$ cat src/rtl/instruction_fetch.sv
// Instruction fetch stage with a registered-memory slot tracker, a redirect path and a HALT stop.
// Zero-cycle memory enable; instruction k reaches IF/ID on the second advancing edge; decode stall or pause holds all state.
module instruction_fetch #(
   parameter int DATA_WIDTH = 32,
   parameter int DATA_DEPTH = 128
) (
   input  logic                  i_clk,
   input  logic                  i_reset,
   input  logic                  i_valid,
   input  logic                  i_stall,
   input  logic                  i_jump,
   input  logic                  i_branch_taken,
   input  logic [DATA_WIDTH-1:0] i_jump_target,
   input  logic [DATA_WIDTH-1:0] i_branch_target,
   input  logic [DATA_WIDTH-1:0] i_instruction,
   output logic [DATA_WIDTH-1:0] o_pc,
   output logic                  o_imem_valid,
   output logic [DATA_WIDTH-1:0] o_if_id_instruction,
   output logic [DATA_WIDTH-1:0] o_if_id_pc_plus1,
   output logic                  o_if_id_valid,
   output logic                  o_halted
);

   typedef enum logic [1:0] {IDLE, RUN, HALTED} state_t;

   localparam logic [DATA_WIDTH-1:0] DEPTH_W = DATA_WIDTH'(DATA_DEPTH);

   state_t                state_q, state_d;
   logic [DATA_WIDTH-1:0] pc_q, pc_d;
   logic [DATA_WIDTH-1:0] slot_pc_q, slot_pc_d;
   logic                  slot_vld_q, slot_vld_d;
   logic [DATA_WIDTH-1:0] ifid_ins_q, ifid_ins_d;
   logic [DATA_WIDTH-1:0] ifid_pc1_q, ifid_pc1_d;
   logic                  ifid_vld_q, ifid_vld_d;

   logic                  run, halt_now, redirect, advance;
   logic [DATA_WIDTH-1:0] target;

   assign run      = (state_q == RUN);
   assign halt_now = run & slot_vld_q & (i_instruction[31:26] == 6'b111111);
   assign redirect = run & i_valid & (i_jump | i_branch_taken);
   assign advance  = run & i_valid & ~i_stall & ~redirect & ~halt_now;
   assign target   = i_jump ? i_jump_target : i_branch_target;

   always_comb begin
      state_d    = state_q;
      pc_d       = pc_q;
      slot_pc_d  = slot_pc_q;
      slot_vld_d = slot_vld_q;
      ifid_ins_d = ifid_ins_q;
      ifid_pc1_d = ifid_pc1_q;
      ifid_vld_d = ifid_vld_q;
      case (state_q)
         IDLE: begin
            if (i_valid) state_d = RUN;
         end
         RUN: begin
            // Redirect wins over stall and over a HALT word sitting in the slot.
            if (redirect) begin
               pc_d       = target % DEPTH_W;
               slot_vld_d = 1'b0;
               ifid_vld_d = 1'b0;
            end else if (halt_now && i_valid && !i_stall) begin
               ifid_ins_d = i_instruction;
               ifid_pc1_d = slot_pc_q + 1'b1;
               ifid_vld_d = 1'b1;
               slot_vld_d = 1'b0;
               state_d    = HALTED;
            end else if (advance) begin
               pc_d       = (pc_q >= DEPTH_W - 1'b1) ? '0 : pc_q + 1'b1;
               slot_pc_d  = pc_q;
               slot_vld_d = 1'b1;
               ifid_ins_d = i_instruction;
               ifid_pc1_d = slot_pc_q + 1'b1;
               ifid_vld_d = slot_vld_q;
            end
         end
         HALTED: begin
            if (!i_stall) ifid_vld_d = 1'b0;
         end
         default: state_d = IDLE;
      endcase
   end

   always_ff @(posedge i_clk) begin
      if (i_reset) begin
         state_q    <= IDLE;
         pc_q       <= '0;
         slot_pc_q  <= '0;
         slot_vld_q <= 1'b0;
         ifid_ins_q <= '0;
         ifid_pc1_q <= '0;
         ifid_vld_q <= 1'b0;
      end else begin
         state_q    <= state_d;
         pc_q       <= pc_d;
         slot_pc_q  <= slot_pc_d;
         slot_vld_q <= slot_vld_d;
         ifid_ins_q <= ifid_ins_d;
         ifid_pc1_q <= ifid_pc1_d;
         ifid_vld_q <= ifid_vld_d;
      end
   end

   assign o_pc                = pc_q;
   assign o_imem_valid        = advance & ~i_reset;
   assign o_if_id_instruction = ifid_ins_q;
   assign o_if_id_pc_plus1    = ifid_pc1_q;
   assign o_if_id_valid       = ifid_vld_q;
   assign o_halted            = (state_q == HALTED);

endmodule

$ cat config.mk
export PLATFORM = sky130hd
export DESIGN_NAME = instruction_fetch
export DESIGN_NICKNAME = d
export VERILOG_FILES = /design/src/rtl/instruction_fetch.sv
export SDC_FILE = /design/constraint.sdc
export NUM_CORES = 1
export LEC_CHECK = 0
export CORE_MARGIN = 4
export CORE_UTILIZATION = 45
export CTS_BUF_LIST = sky130_fd_sc_hd__clkbuf_8
export DETAILED_ROUTE_END_ITERATION = 10
export GPL_TIMING_DRIVEN = 0
export HOLD_SLACK_MARGIN = 0.03
export MAX_ROUTING_LAYER = met4
export PLACE_DENSITY = 0.9
export SLEW_MARGIN = 20
export SYNTH_ARGS = -nofsm -noshare
export SYNTH_HDL_FRONTEND = slang
export SYNTH_SLANG_ARGS = --single-unit
$ cat constraint.sdc
create_clock -name i_clk -period 4.44 [get_ports i_clk]
set_clock_uncertainty 0.15 [all_clocks]
set_input_delay 0.444 -clock i_clk [delete_from_list [all_inputs] [get_ports i_clk]]
set_output_delay 0.444 -clock i_clk [all_outputs]
set_load 0.05 [all_outputs]
-- Word level (Yosys, flattened, before mapping)
Index checks and enable logic that the tools add are counted.
- add/subtract/negate cells: 2
- magnitude comparators: 1
- eq/ne operators: 9
- multiplexer cells: 21
- bitwise operators: 15
- reduce and logical (&&, ||, !) cells: 14
- operators with widths (kind ; count):
    two-way mux 32 bit ; 8
    adder 32 x 1 -> 32 bit (second input constant) ; 2
    greater-or-equal comparator 32 x 7 -> 1 bit (second input constant) ; 1
    AND reduction 3 bit ; 3
    bitwise AND 1 bit ; 8
    != test 2 bit (second input constant) ; 4
    AND reduction 4 bit ; 2
    two-way mux 1 bit ; 7
    two-way mux 7 bit ; 1
    == test 6 bit (second input constant) ; 1
    two-way mux 2 bit ; 3
    inverter 1 bit ; 6
    case mux 2 bit (3 select lines) ; 1
    nonzero test 2 bit ; 3
    != test 4 x 1 -> 1 bit (second input constant) ; 1
    nonzero test 3 bit ; 1
    == test 2 x 1 -> 1 bit (second input constant) ; 1
    == test 2 bit (second input constant) ; 1
    logical AND 1 bit ; 2
    zero test 2 bit ; 1
    != test 2 x 1 -> 1 bit (second input constant) ; 1
    case mux 1 bit (2 select lines) ; 1
    AND reduction 2 bit ; 1
    zero test 1 bit ; 1
    bitwise OR 1 bit ; 1
- bits in registers: 132
- bits of input ports: 102
- output and inout port bits: 99
- logic and storage cells: 69

-- Longest topological paths before layout
Gate-level depths: netlist of run 1.
- word-level depth: 10
- depth in mapped cells: 10
- mapped depth without buffers: 7

-- Least setup slack after synthesis of run 1
No wires, ideal clock.
- path kind: register to output
- start point: register state_q[1]
- end point: output port o_imem_valid
- arrival time: 2.041 ns
- required time: 3.846 ns
- setup slack: 1.805 ns
- stages on the path, launching flop included: 9
- path buffers: 3
- cell sequence: dfxtp_1 > inv_1 > ha_1 > buf_2 > and3b_1 > o211ai_4 > buf_6 > buf_2 > nor2_1
- word-level cells in the longest chain between the ends: 7
- elaborated cells on any way between the ends: 11
- those cells by class: eq/ne: 1; bitwise: 10
- ends and longest elaborated chain (what ; line ; RTL):
    from (decl) ; 28 ; state_t state_q, state_d;
    from (signal assigned) ; 95 ; state_q <= state_d;
    == test 2 x 1 -> 1 bit * ; 39 ; assign run = (state_q == RUN);
    bitwise AND 1 bit ; 41, 42 ;
    bitwise AND 1 bit ; 41 ; assign redirect = run & i_valid & (i_jump | i_branch_taken);
    inverter 1 bit (no source line) ; n/a ;
    bitwise AND 1 bit ; 42 ; assign advance = run & i_valid & ~i_stall & ~redirect & ~halt_now;
    bitwise AND 1 bit * ; 42 ;
    bitwise AND 1 bit * ; 106 ; assign o_imem_valid = advance & ~i_reset;
    to (decl) ; 17 ; output logic o_imem_valid,
Mark *: on every way between the ends. The rest lies on a longest branch, timed or not.

-- Worst setup path after layout of run 1
Same ends and word-level chain as after synthesis.

==> results.toml, run 1 <==
[timing]
fmax_mhz = 270
whs_ns = 0.304
slew_headroom_pct = 55.7
hold_viol_final = 0
final_max_slew_viol_count = 0
finalSetupTns_ns = 0
rsz0062_at_grt = "false"
worst_pin_slew_ns = 0.664
setup_violations = 0
layout_min_cycle_time_ns = 3.71
fin_crit_sh_pct = 83.5

[clocking]
post-cts-setup-buffer-count = 0
clockRootBuffer = "clkbuf_8"
clk_latency_ns = 0.43
ctsResizeCount = 0
clock_path_buffers = 2
numClockSinks = 132
hold_buffers = 0
tritoncts.num_buffers = 17
htreeDepth = 4
path_clk_slew_ns = 0.07
cts_tree = "built"

[layout]
n_antenna_cell = 0
nets = 981
syn_to_final_growth_pct = 36.9
drive_gt1_share_pct = 7.68
layout_common_cells = "150 x clkdlybuf4s50_1, 148 x nand2_1, 132 x dfxtp_1"
final_common_cell = "clkdlybuf4s50_1"

[critical_path]
crit_path_start_kind = "flop"
critical_path_buf_inv_count = 5
path_class = "reg -> out"
cp_slowest_cell = "clkdlybuf4s50_1"
crit_top_cell = "buf_2"
critPathMaxStageDelay_ns = 0.74
required_ns = 3.85
critPathTopFamily = "buffers and inverters"
path_max_fanout = 10
endpoint_kind = "output pin"
path_cells = "inv_1 > ha_1 > buf_2 > nand4_1 > o211ai_4 > buf_6 > buf_2 > nor2_1 > clkdlybuf4s50_1"
cp.arrival_ns = 3.12

[yosys]
synthTopCellsByArea = "dfxtp_1 45%, nand2_1 9.5%, a21oi_1 7.3%, nor2_1 4.6%, a211oi_1 4.2%"
synth-edff-count = 0
yosysSeqAreaShare_pct = 45.2
yosysTopAreaCell = "dfxtp_1"
yosysWarnings = 0
async_flop_share_pct = 0
synth-seq-cells = 132
synthesis.area_sq_um = 5850
synth_cells = 703
avgSynthCellArea_sq_um = 8.32
syn_nets = 812
synthDominantCellAreaShare_pct = 45.2
ys.flop_type = "dfxtp_1"
synth_cell_types = 52

[die]
core_sq_um = 12700
ioPinCount = 201
dieArea_sq_um = 14900
die_width_microns = 122
rows = 41
start_util_pct = 46.2
chipHeight_microns = 122

[place]
io_buffers = 150
dp_hpwl_microns = 12300
finalWeightedCongestion = 0.870

[global_routing]
grt_pass1_vias = 5387
grt_pass1_wl_microns = 25800
grt_antenna_before_repair = 0
globalRouteOverflowTotal = 0
grt_use_total_pct = 22.1
grt_start_max_net_pins = 17

[min_path]
hp-class = "reg -> reg"

[detailed_routing]
viasPerCell = 5.38
detailroute.via_count = 5686
wirelength_microns = 16200
ant_nets = 0
first_iter_violations = 226
drc_errors = 0
firstDrtPassIters = 5
routedWlPerCell_microns = 15.3

[pwr]
power_density_nw_per_um2 = 357
irDropWorstVdd_v = 0.000236
leakage_nw = 2.62

[job]
cap_violations = 0

[outcome]
outcome = "finished, final reports clean"
-- worst register-to-register path, stage by stage, from the launching register on --
cell,delay (ns)
dfxtp_1,0.33
inv_1,0.12
ha_1,0.16
buf_2,0.19
nand3b_1,0.12
nor3_1,0.44
buf_2,0.33
buf_1,0.39
nand2_1,0.12
a21oi_1,0.15
-- routing by layer --
layer / wire length, microns / GRT usage [%] / vias up
li1: - / - / 2797
met1: 7100 / 27.8 / 2641
met2: 7780 / 35.5 / 219
met3: 935 / 4.27 / 29
met4: 408 / 8.26 / 0
met5: 0 / - / -
-- kinds of logic (layout without fill, tap and decap cells) --
group,count (synthesis),after routing,synth area share (%)
AND/OR/NAND/NOR,309,309,24.2
AO/OA/AOI/OAI,154,154,17.6
flip-flops,132,132,45.2
buffers and inverters,55,237,4.47
XOR/XNOR,37,37,5.54
multiplexers,9,9,1.56
adder cells (fa/ha/maj),7,7,1.50
-- per-stage QoR --
stage                     std cells  power (mW)  utilization (%)  worst slack, ns  area, sq um
after global placement         1025        1.77             59.7             1.05         7570
after CTS                      1057        2.87             63.2            0.699         8010
final                          1057        2.86             63.2            0.731         8010
after detailed placement       1025        1.78             59.7             1.03         7570
after floorplan                 703        1.60                -             1.80         5850
after global routing           1057        2.98             63.2            0.557         8010
-- path summary, 6_finish.rpt --
kind / start / endpoint / slack, ns / cells after the start
worst max-delay path: state_q[1]$_SDFFE_PP0P_ / o_imem_valid / 0.73 / 9
worst min-delay path: o_if_id_valid$_SDFFE_PP0P_ / o_if_id_valid$_SDFFE_PP0P_ / 0.30 / 2
worst max register to register: state_q[1]$_SDFFE_PP0P_ / o_if_id_instruction[28]$_SDFFE_PP0P_ / 1.88 / 9
worst min register to register: o_if_id_valid$_SDFFE_PP0P_ / o_if_id_valid$_SDFFE_PP0P_ / 0.30 / 2
-- state kept, by name (all words and copies together), names as in the netlist --
| name | count |
|---|---|
| o_if_id_instruction | 32 |
| o_if_id_pc_plus1 | 32 |
| o_pc | 32 |
| slot_pc_q | 32 |
| state_q | 2 |
| o_if_id_valid | 1 |
| slot_vld_q | 1 |
-- where the power goes --
group	leakage [nW]	switching, mW	internal (mW)
registers	1.06	0.0435	1.22
clock network	0.210	0.466	0.639
logic	1.35	0.305	0.186
-- cell type report --
type                            instances  area, sq um
Clock buffer                           19          262
Tap cell                              172          215
Buffer                                 48          235
Inverter                                7         26.3
Clock inverter                         13          181
Multi-Input combinational cell        516         2950
Timing Repair Buffer                  150         1500
Fill cell                            1048         4660
Sequential cell                       132         2640
-- synth_stat cells, drive strengths merged, types with 3 or more instances --
library cell and count:
nand2 148, dfxtp 132, a21oi 85, nor2 72
a211oi 33, nand3 29, clkbuf 25, xor2 24
buf 23, nand4 15, xnor2 13, and4 10
and3 9, mux2i 8, nor3 8, a31oi 7
ha 7, inv 7, nor4 7, o211ai 5
a2111oi 4, a221oi 4, a41oi 4, o21ai 3
Power figures use the tool's default switching activity.
==> inputs of run 2 (changes only) <==
==> constraint.sdc (replaced) <==
create_clock -name i_clk -period 3.7 [get_ports i_clk]
set_clock_uncertainty 0.15 [all_clocks]
set_input_delay 0.37 -clock i_clk [delete_from_list [all_inputs] [get_ports i_clk]]
set_output_delay 0.37 -clock i_clk [all_outputs]
set_load 0.05 [all_outputs]
==> run 2 against run 1 <==
Compared with the run above:
- worst hold slack is the same
- core utilization about the same
- flip-flop and latch count is the same
- critical endpoint unchanged
- sequential power increased by 20%
- first-iteration DRC count shrank 5.8%
- clock power is 20% higher
- largest cell class unchanged
- via count about the same
- largest power group unchanged
- non-clock buffer count stayed put
- critical path type unchanged
==> results.toml, run 2 (same netlist as run 1, synthesis figures left out) <==
[outcome]
outcome = "finished, final reports clean"

[die]
rows = 41
ioPinCount = 201
chipHeight_microns = 122
dieArea_sq_um = 14900
core_sq_um = 12700
start_util_pct = 46.2
die_width_microns = 122

[critical_path]
cp_slowest_cell = "o211ai_4"
cp.arrival_ns = 2.71
path_cells = "inv_1 > ha_1 > buf_2 > nand4_1 > o211ai_4 > buf_6 > buf_2 > nor2_1 > dlymetal6s2s_1"
endpoint_kind = "output pin"
path_class = "reg -> out"
crit_top_cell = "buf_2"
path_max_fanout = 10
reg2reg_slack_ns = 1.16
critical_path_buf_inv_count = 5
critPathMaxStageDelay_ns = 0.37
critPathTopFamily = "buffers and inverters"
required_ns = 3.18
crit_path_start_kind = "flop"

[layout]
fin_area_sq_um = 8010
multiInputGateArea_sq_um = 2950
final_common_cell = "clkdlybuf4s50_1"
fillers = 1047
layout_common_cells = "149 x clkdlybuf4s50_1, 148 x nand2_1, 132 x dfxtp_1"
syn_to_final_growth_pct = 37.0
drive_gt1_share_pct = 7.68
nets = 981
n_antenna_cell = 0
seqCellArea_sq_um = 2640

[detailed_routing]
viasPerCell = 5.38
dr_wl_met3_microns = 913
wirelength_microns = 16200
routed-wl-met2_microns = 7750
drt-met1-wl_microns = 7120
first_iter_violations = 213
drc_errors = 0
ant_nets = 0
detailroute.via_count = 5685
routedWlPerCell_microns = 15.3
firstDrtPassIters = 5
top_layer_used = "met4"

[global_routing]
grt_pass1_wl_microns = 25800
globalRouteOverflowTotal = 0
grt_start_max_net_pins = 17
grt_antenna_before_repair = 0
grt_use_total_pct = 22.1
grt_pass1_vias = 5387

[clocking]
htreeDepth = 4
path_clk_slew_ns = 0.07
post-cts-setup-buffer-count = 0
hold_buffers = 0
clk_latency_ns = 0.43
clock_path_buffers = 2
tritoncts.num_buffers = 17
cts_tree = "built"
clockRootBuffer = "clkbuf_8"
numClockSinks = 132

[pwr]
power_density_nw_per_um2 = 429
leakage_nw = 2.64
p_total_mw = 3.43
irDropWorstVdd_v = 0.000283

[timing]
fmax_mhz = 310
finalSetupTns_ns = 0
hold_viol_final = 0
layout_min_cycle_time_ns = 3.23
worst_pin_slew_ns = 0.664
rsz0062_at_grt = "false"
slew_headroom_pct = 55.6
fin_crit_sh_pct = 87.3
final_max_slew_viol_count = 0
setup_violations = 0

[job]
cap_violations = 0

[place]
dpl-instance-area_sq_um = 7570
io_buffers = 150
finalWeightedCongestion = 0.870
dp_hpwl_microns = 12300

[min_path]
hp-class = "reg -> reg"
[run 2: cell count changes in the layout (fill, tap and decap cells not counted)]
cell and delta:
clkdlybuf4s50_1 -1, dlymetal6s2s_1 +1
[run 2: per-layer routing]
metal,vias to the layer above,global-route usage [%]
met5,-,-
met4,0,8.26
met3,29,4.27
met2,209,35.5
met1,2650,27.8
li1,2797,-
[run 2: area by class of cell]
class	instances	share of cell area (%)
Buffer	48	2.94
Clock buffer	19	3.26
Sequential cell	132	33.0
Inverter	7	0.328
Tap cell	172	2.69
Multi-Input combinational cell	516	36.8
Clock inverter	13	2.26
Timing Repair Buffer	150	18.8
[run 2: where the power goes]
group | internal, mW | switching (mW)
sequential | 1.47 | 0.0522
clock | 0.767 | 0.560
combinational | 0.223 | 0.365
[run 2: final timing paths]
path | from | endpoint | cells past startpoint
max reg2reg | state_q[1]$_SDFFE_PP0P_ | o_if_id_instruction[28]$_SDFFE_PP0P_ | 9
min | o_if_id_valid$_SDFFE_PP0P_ | o_if_id_valid$_SDFFE_PP0P_ | 2
min reg2reg | o_if_id_valid$_SDFFE_PP0P_ | o_if_id_valid$_SDFFE_PP0P_ | 2
max | state_q[1]$_SDFFE_PP0P_ | o_imem_valid | 9
[run 2: worst reg2reg max path: stages (launching register included)]
cell and delay, ns:
dfxtp_1 0.33, inv_1 0.12, ha_1 0.16, buf_2 0.19, nand3b_1 0.12, nor3_1 0.43
buf_2 0.33, buf_1 0.39, nand2_1 0.12, a21oi_1 0.15
[run 2: per-stage QoR]
stage / utilization, % / instances / hold slack [ns] / setup WS [ns]
after floorplan: - / 703 / 0.298 / 1.14
after global placement: 59.7 / 1025 / 0.291 / 0.453
after detailed placement: 59.7 / 1025 / 0.296 / 0.442
after CTS: 63.2 / 1057 / 0.306 / 0.0335
after global routing: 63.2 / 1057 / 0.327 / 0.294
final: 63.2 / 1057 / 0.304 / 0.469
[run 2: repair_timing]
action / in CTS / in global routing
gates resized for setup: 0 / 1
hold endpoints to repair: 0 / 0
endpoints found under the setup margin: 0 / 1
